### config.mk
export PLATFORM = sky130hd
export DESIGN_NAME = bsg_dlatch_wr_ctrl
export DESIGN_NICKNAME = d
export VERILOG_FILES = /design/src/rtl/bsg_dlatch_wr_pkg.sv /design/src/rtl/bsg_dlatch_wr_decode.sv /design/src/rtl/bsg_dlatch_wr_ctrl.sv
export SDC_FILE = /design/constraint.sdc
export NUM_CORES = 1
export LEC_CHECK = 0
export ABC_AREA = 1
export CAP_MARGIN = 25
export CORE_ASPECT_RATIO = 1.2
export CORE_MARGIN = 4
export CORE_UTILIZATION = 40
export CTS_BUF_LIST = sky130_fd_sc_hd__clkbuf_4
export CTS_CLUSTER_DIAMETER = 50
export DETAILED_ROUTE_END_ITERATION = 10
export HOLD_SLACK_MARGIN = 0.15
export MAX_ROUTING_LAYER = met4
export PLACE_DENSITY = 0.79
export SLEW_MARGIN = 15
export SYNTH_ARGS = -nofsm -noshare
export SYNTH_HDL_FRONTEND = slang
export SYNTH_SLANG_ARGS = --single-unit
### constraint.sdc
create_clock -name clk_i -period 1 [get_ports clk_i]
set_clock_uncertainty 0.1 [all_clocks]
set_input_delay 0.2 -clock clk_i [delete_from_list [all_inputs] [get_ports clk_i]]
set_output_delay 0.2 -clock clk_i [all_outputs]
set_load 0.05 [all_outputs]
### src/rtl/bsg_dlatch_wr_pkg.sv
// bsg_dlatch_wr_pkg
// Shared definitions for the latch-array write controller:
//   - wr_state_e     : 2-bit FSM state encoding (IDLE, SETUP, OPEN, HOLD)
//   - wr_period_lp   : cycles taken by one complete write (peak throughput)
//   - parity_bits_lp : extra data_o bits added when BSG_DLATCH_WR_PARITY_EN is defined
//   - lg_els()       : address width helper, never smaller than one bit
package bsg_dlatch_wr_pkg;

    typedef enum logic [1:0] {
        IDLE  = 2'd0,
        SETUP = 2'd1,
        OPEN  = 2'd2,
        HOLD  = 2'd3
    } wr_state_e;

    localparam int wr_period_lp = 4;

`ifdef BSG_DLATCH_WR_PARITY_EN
    localparam int parity_bits_lp = 1;
`else
    localparam int parity_bits_lp = 0;
`endif

    // A single-entry array still needs a one-bit address port.
    function automatic int lg_els(input int els);
        return (els > 1) ? $clog2(els) : 1;
    endfunction

endpackage

### src/rtl/bsg_dlatch_wr_decode.sv
// bsg_dlatch_wr_decode
// Binary-to-one-hot decoder with range check for the latch write controller.
// Ports:
//   addr         : in  lg_els(els_p) bits, captured entry index
//   one_hot      : out els_p bits, bit addr set when addr is in range
//   out_of_range : out 1 bit, high when addr >= els_p
module bsg_dlatch_wr_decode
    import bsg_dlatch_wr_pkg::*;
#(
    parameter  int els_p     = 8,
    localparam int lg_els_lp = lg_els(els_p)
) (
    input  logic [lg_els_lp-1:0] addr,
    output logic [els_p-1:0]     one_hot,
    output logic                 out_of_range
);

    // An out-of-range index matches no bit position, so the one-hot
    // vector is naturally all-zero in that case.
    always_comb begin
        one_hot      = '0;
        out_of_range = (int'(addr) >= els_p);
        for (int i = 0; i < els_p; i++) begin
            one_hot[i] = (int'(addr) == i);
        end
    end

endmodule

### src/rtl/bsg_dlatch_wr_ctrl.sv
// bsg_dlatch_wr_ctrl
// Write controller for a latch-based storage array. Each accepted write walks
// IDLE -> SETUP -> OPEN -> HOLD -> IDLE, holding data stable around a single
// registered, glitch-free enable pulse in OPEN.
// Optional feature macro: BSG_DLATCH_WR_PARITY_EN (adds an even-parity MSB to data_o).
// Ports:
//   clk_i      : in  clock, rising edge
//   reset_i    : in  synchronous active-high reset
//   v_i        : in  write request valid
//   ready_o    : out write request accepted when v_i & ready_o
//   addr_i     : in  target entry index
//   data_i     : in  write data
//   clear_i    : in  clear all entry-valid flags
//   data_o     : out held write data (plus parity MSB when enabled)
//   latch_en_o : out one-hot latch enables, high only during OPEN
//   entry_v_o  : out per-entry written flags
//   err_o      : out one-cycle pulse in OPEN for an out-of-range address
module bsg_dlatch_wr_ctrl
    import bsg_dlatch_wr_pkg::*;
#(
    parameter  int width_p   = 16,
    parameter  int els_p     = 8,
    localparam int lg_els_lp = lg_els(els_p),
    localparam int data_w_lp = width_p + parity_bits_lp
) (
    input  logic                 clk_i,
    input  logic                 reset_i,
    input  logic                 v_i,
    output logic                 ready_o,
    input  logic [lg_els_lp-1:0] addr_i,
    input  logic [width_p-1:0]   data_i,
    input  logic                 clear_i,
    output logic [data_w_lp-1:0] data_o,
    output logic [els_p-1:0]     latch_en_o,
    output logic [els_p-1:0]     entry_v_o,
    output logic                 err_o
);

    wr_state_e              state;
    wr_state_e              state_n;
    logic [lg_els_lp-1:0]   addr_r;
    logic [els_p-1:0]       en_n;
    logic                   oor;
    logic                   handshake;
    logic [data_w_lp-1:0]   data_cap;
    logic [els_p-1:0]       entry_v_n;

    // Requests are only taken in IDLE and never while reset is held.
    assign ready_o   = (state == IDLE) && !reset_i;
    assign handshake = v_i && ready_o;

    // Parity travels with the data so the array can check it on read.
`ifdef BSG_DLATCH_WR_PARITY_EN
    assign data_cap = {^data_i, data_i};
`else
    assign data_cap = data_i;
`endif

    // Only IDLE waits; every other state advances unconditionally.
    always_comb begin
        state_n = state;
        unique case (state)
            IDLE:    state_n = handshake ? SETUP : IDLE;
            SETUP:   state_n = OPEN;
            OPEN:    state_n = HOLD;
            HOLD:    state_n = IDLE;
            default: state_n = IDLE;
        endcase
    end

    // The decode looks at the captured address during SETUP so the enable
    // flop can be loaded one cycle ahead of OPEN.
    bsg_dlatch_wr_decode #(
        .els_p (els_p)
    ) decode (
        .addr         (addr_r),
        .one_hot      (en_n),
        .out_of_range (oor)
    );

    // Set wins over clear: the enable bit driven during OPEN marks exactly
    // the entry being written, and is already zero for a bad address.
    always_comb begin
        entry_v_n = clear_i ? '0 : entry_v_o;
        if (state == OPEN) begin
            entry_v_n = entry_v_n | latch_en_o;
        end
    end

    // FSM, capture registers and enable flop. latch_en_o comes straight
    // from a flop so it cannot glitch; a reset in any state drops it and
    // discards the pending write before its entry flag can be set.
    always_ff @(posedge clk_i) begin
        if (reset_i) begin
            state      <= IDLE;
            addr_r     <= '0;
            data_o     <= '0;
            latch_en_o <= '0;
            err_o      <= 1'b0;
            entry_v_o  <= '0;
        end else begin
            state <= state_n;
            if (handshake) begin
                addr_r <= addr_i;
                data_o <= data_cap;
            end
            latch_en_o <= (state == SETUP) ? en_n : '0;
            err_o      <= (state == SETUP) && oor;
            entry_v_o  <= entry_v_n;
        end
    end

endmodule

==> impl_metrics.json <==
{
  "outcome": "complete, but fails checks",
  "violations": "negative setup slack",
  "routed_wl_mm": 4.49,
  "rrSetupSlack_ps": -500,
  "die_x_um": 63.3,
  "port_buffers": 55,
  "numClockSinks": 37,
  "ir_worst_vdd_mv": 1.60,
  "seqPwrFrac_pct": 34.2,
  "drtIter0Drc": 64,
  "ios": 57,
  "drive_gt1_share_pct": 48.4,
  "finalCriticalPeriod_ps": 1600,
  "viasPerCell": 4.81,
  "synth_top_family_by_area": "simple AND/OR/NAND/NOR gates",
  "slew_violations": 0,
  "synthFlopType": "dfxtp_1",
  "ys_top_cells_by_area": "dfxtp_1, nand2_1, nor2_1",
  "wl_per_cell_um": 14.2,
  "fmax_mhz": 624,
  "critical_path_class": "reg -> out",
  "rows": 23,
  "synth_xor_area_share_pct": 0,
  "rsz0062_at_grt": "true",
  "r2r_end": "data_o[12]$_SDFFE_PP0P_",
  "avgSynthCellArea_um2": 7.29,
  "synth_top_area_share_pct": 50.6,
  "yosys.cell_types.count": 13,
  "syn_inst": 201,
  "grt_pass1_vias": 1435,
  "dr_wl_met3_um": 234,
  "cts.clk_slew.worst_paths_ps": 110,
  "grt_overflow": 0,
  "synth.yosys.seq_area_share_pct": 50.6,
  "via_count": 1520,
  "clock-root-buffer": "clkbuf_4",
  "groute.usage.overall_pct": 16.8,
  "worstReg2RegStart": "state[0]$_SDFF_PP0_",
  "antenna_found_initial": 0,
  "async_flop_share_pct": 0,
  "p_leak_nw": 1.22,
  "grt_pass1_wl_mm": 5.89,
  "drt-met1-wl_mm": 1.60,
  "combPwrFrac_pct": 52.0,
  "cap_violations": 0,
  "first_pass_iters": 4,
  "cp.required_ps": 700,
  "hold_class": "in -> reg",
  "yosysMostFrequentCell": "nand2_1",
  "synth_mux_area_share_pct": 0,
  "crit_path_start_kind": "flip-flop",
  "area_growth_syn_to_layout_pct": 92.3,
  "hold_viol_final": 0,
  "clk_latency_ps": 350,
  "internal-power_mw": 3.45,
  "endpoint": "ready_o",
  "die_h_um": 74.3,
  "synthAdderAreaFrac_pct": 3.42,
  "dr.max_layer_used": "met4",
  "start_util_pct": 42.8,
  "syn_nets": 228,
  "gp_congestion": 0.730,
  "cts_htree_levels": 2,
  "whs_ps": 293,
  "synth_area_mm2": 0.00147,
  "max_stage_delay_ps": 340,
  "synth.ff_latch_count": 37,
  "antenna_cells": 0,
  "yosys.area_share.simple_pct": 30.6,
  "met2_length_mm": 2.52,
  "slowest_stage": "dfxtp_2",
  "hold_buffers": 0,
  "post-synth-top-area-cell": "dfxtp_1",
  "worst-path-max-fanout": 2,
  "yosys_warnings": 0,
  "cts_max_path_buffers": 2,
  "finalSetupViolations": 69,
  "drc_errors": 0,
  "cts_tree": "yes",
  "p_per_area_mw_per_mm2": 2000,
  "synth_common_cells": "nand2_1, dfxtp_1, nor2_1",
  "synth_edf_count": 0,
  "grt_max_degree": 22,
  "crit_chain": "inv_2 > ha_4 > inv_2 > nor2_4 > buf_6 > buf_12",
  "finalPower_mw": 5.64,
  "p_sw_mw": 2.19,
  "critPathMostFrequentCell": "inv_2",
  "fin_ws_ps": -603,
  "clockPowerShare_pct": 13.8,
  "synth_compound_area_share_pct": 3.07,
  "period_share_pct": 160,
  "critical_path.endpoint_type": "primary output",
  "cts_made_buffers": 5,
  "fin_nets": 305,
  "reg2regPathDepth": 10,
  "ant_nets": 0,
  "swShare_pct": 38.8,
  "hpwl_mm": 2.66,
  "core_area_mm2": 0.00342,
  "worstSetupStartpoint": "state[0]$_SDFF_PP0_",
  "worstPathArrival_ps": 1300,
  "dieArea_mm2": 0.00470
}
## layout make-up
class,instances,area (um^2)
timing repair buffer,81,1120
sequential,37,793
multi-input combinational,126,697
fill,187,607
inverter,27,104
tap,37,46.3
clock buffer,6,45.0
clock inverter,2,10.0
## per-layer routing
layer | vias up | global-route usage (%)
met3 | 14 | 3.63
met5 | - | -
met2 | 55 | 33.1
met1 | 696 | 14.4
met4 | 0 | 10.3
li1 | 755 | -
## repair_timing
item,4_1_cts,5_1_grt
setup buffers,8,14
gates cloned,0,0
resized for setup,45,37
endpoints found under the setup margin,69,70
pin swaps,7,10
## worst max-delay path, delay by kind of cell, from the launching register on
family	cells	cell delay, ps
buffers and inverters	4	380
adders and majority gates	1	150
DFF	1	340
and+or+nand+nor	1	90
## layout by cell type, fill, tap and decap left out, drive strengths merged
| master | instances |
|---|---|
| nand2 | 61 |
| nor2 | 31 |
| clkbuf | 6 |
| dfxtp | 37 |
| clkdlybuf4s50 | 22 |
| buf | 59 |
| conb | 1 |
| inv | 27 |
| nand3 | 20 |
| a21oi | 9 |
| clkinv | 2 |
| ha | 4 |
## worst min path at each step
stage                                  startpoint                  endpoint  slack [ps]  cells after the start
after global placement     addr_r[0]$_SDFFE_PP0P_  latch_en_o[3]$_SDFF_PP0_         380                      2
after CTS                               data_i[6]    data_o[6]$_SDFFE_PP0P_         290                      3
after floorplan                         addr_i[0]    addr_r[0]$_SDFFE_PP0P_         230                      2
after global routing                    data_i[3]    data_o[3]$_SDFFE_PP0P_         310                      3
after detailed placement  entry_v_o[7]$_SDFF_PP0_   entry_v_o[7]$_SDFF_PP0_         390                      2
final                                   data_i[3]    data_o[3]$_SDFFE_PP0P_         290                      3
## kinds of logic after synthesis
group / count (synthesis)
simple gates: 112
other cells: 1
flops: 37
fa+ha+maj: 4
buf+inv: 38
compound gates: 9
## sequential cells by signal, summed over array words and instances (netlist names)
| register | cells |
|---|---|
| entry_v_o | 8 |
| addr_r | 3 |
| state | 2 |
| data_o | 16 |
| latch_en_o | 8 |
## stage by stage
stage | utilization [%] | setup WS (ps) | cell area [um^2] | std cells | TNS [ps]
2_1_floorplan | - | -140 | 1500 | 201 | -2710
3_3_place_gp | 70.6 | -437 | 2420 | 293 | -14220
3_5_place_dp | 70.6 | -498 | 2420 | 293 | -15820
4_1_cts | 76.0 | -562 | 2600 | 307 | -14620
5_1_grt | 82.3 | -649 | 2820 | 316 | -18140
6_report | 82.3 | -603 | 2820 | 316 | -15580
## power by group through the flow
stage / Combinational, mW / Sequential [mW] / Clock [mW]
after floorplan: 0.777 / 2.34 / 0
after global placement: 2.21 / 1.91 / 0
after detailed placement: 2.25 / 1.92 / 0
after CTS: 2.47 / 1.92 / 0.786
after global routing: 3.10 / 1.95 / 0.839
final: 2.93 / 1.93 / 0.780
Note: power is estimated with default switching activity, not from simulation.
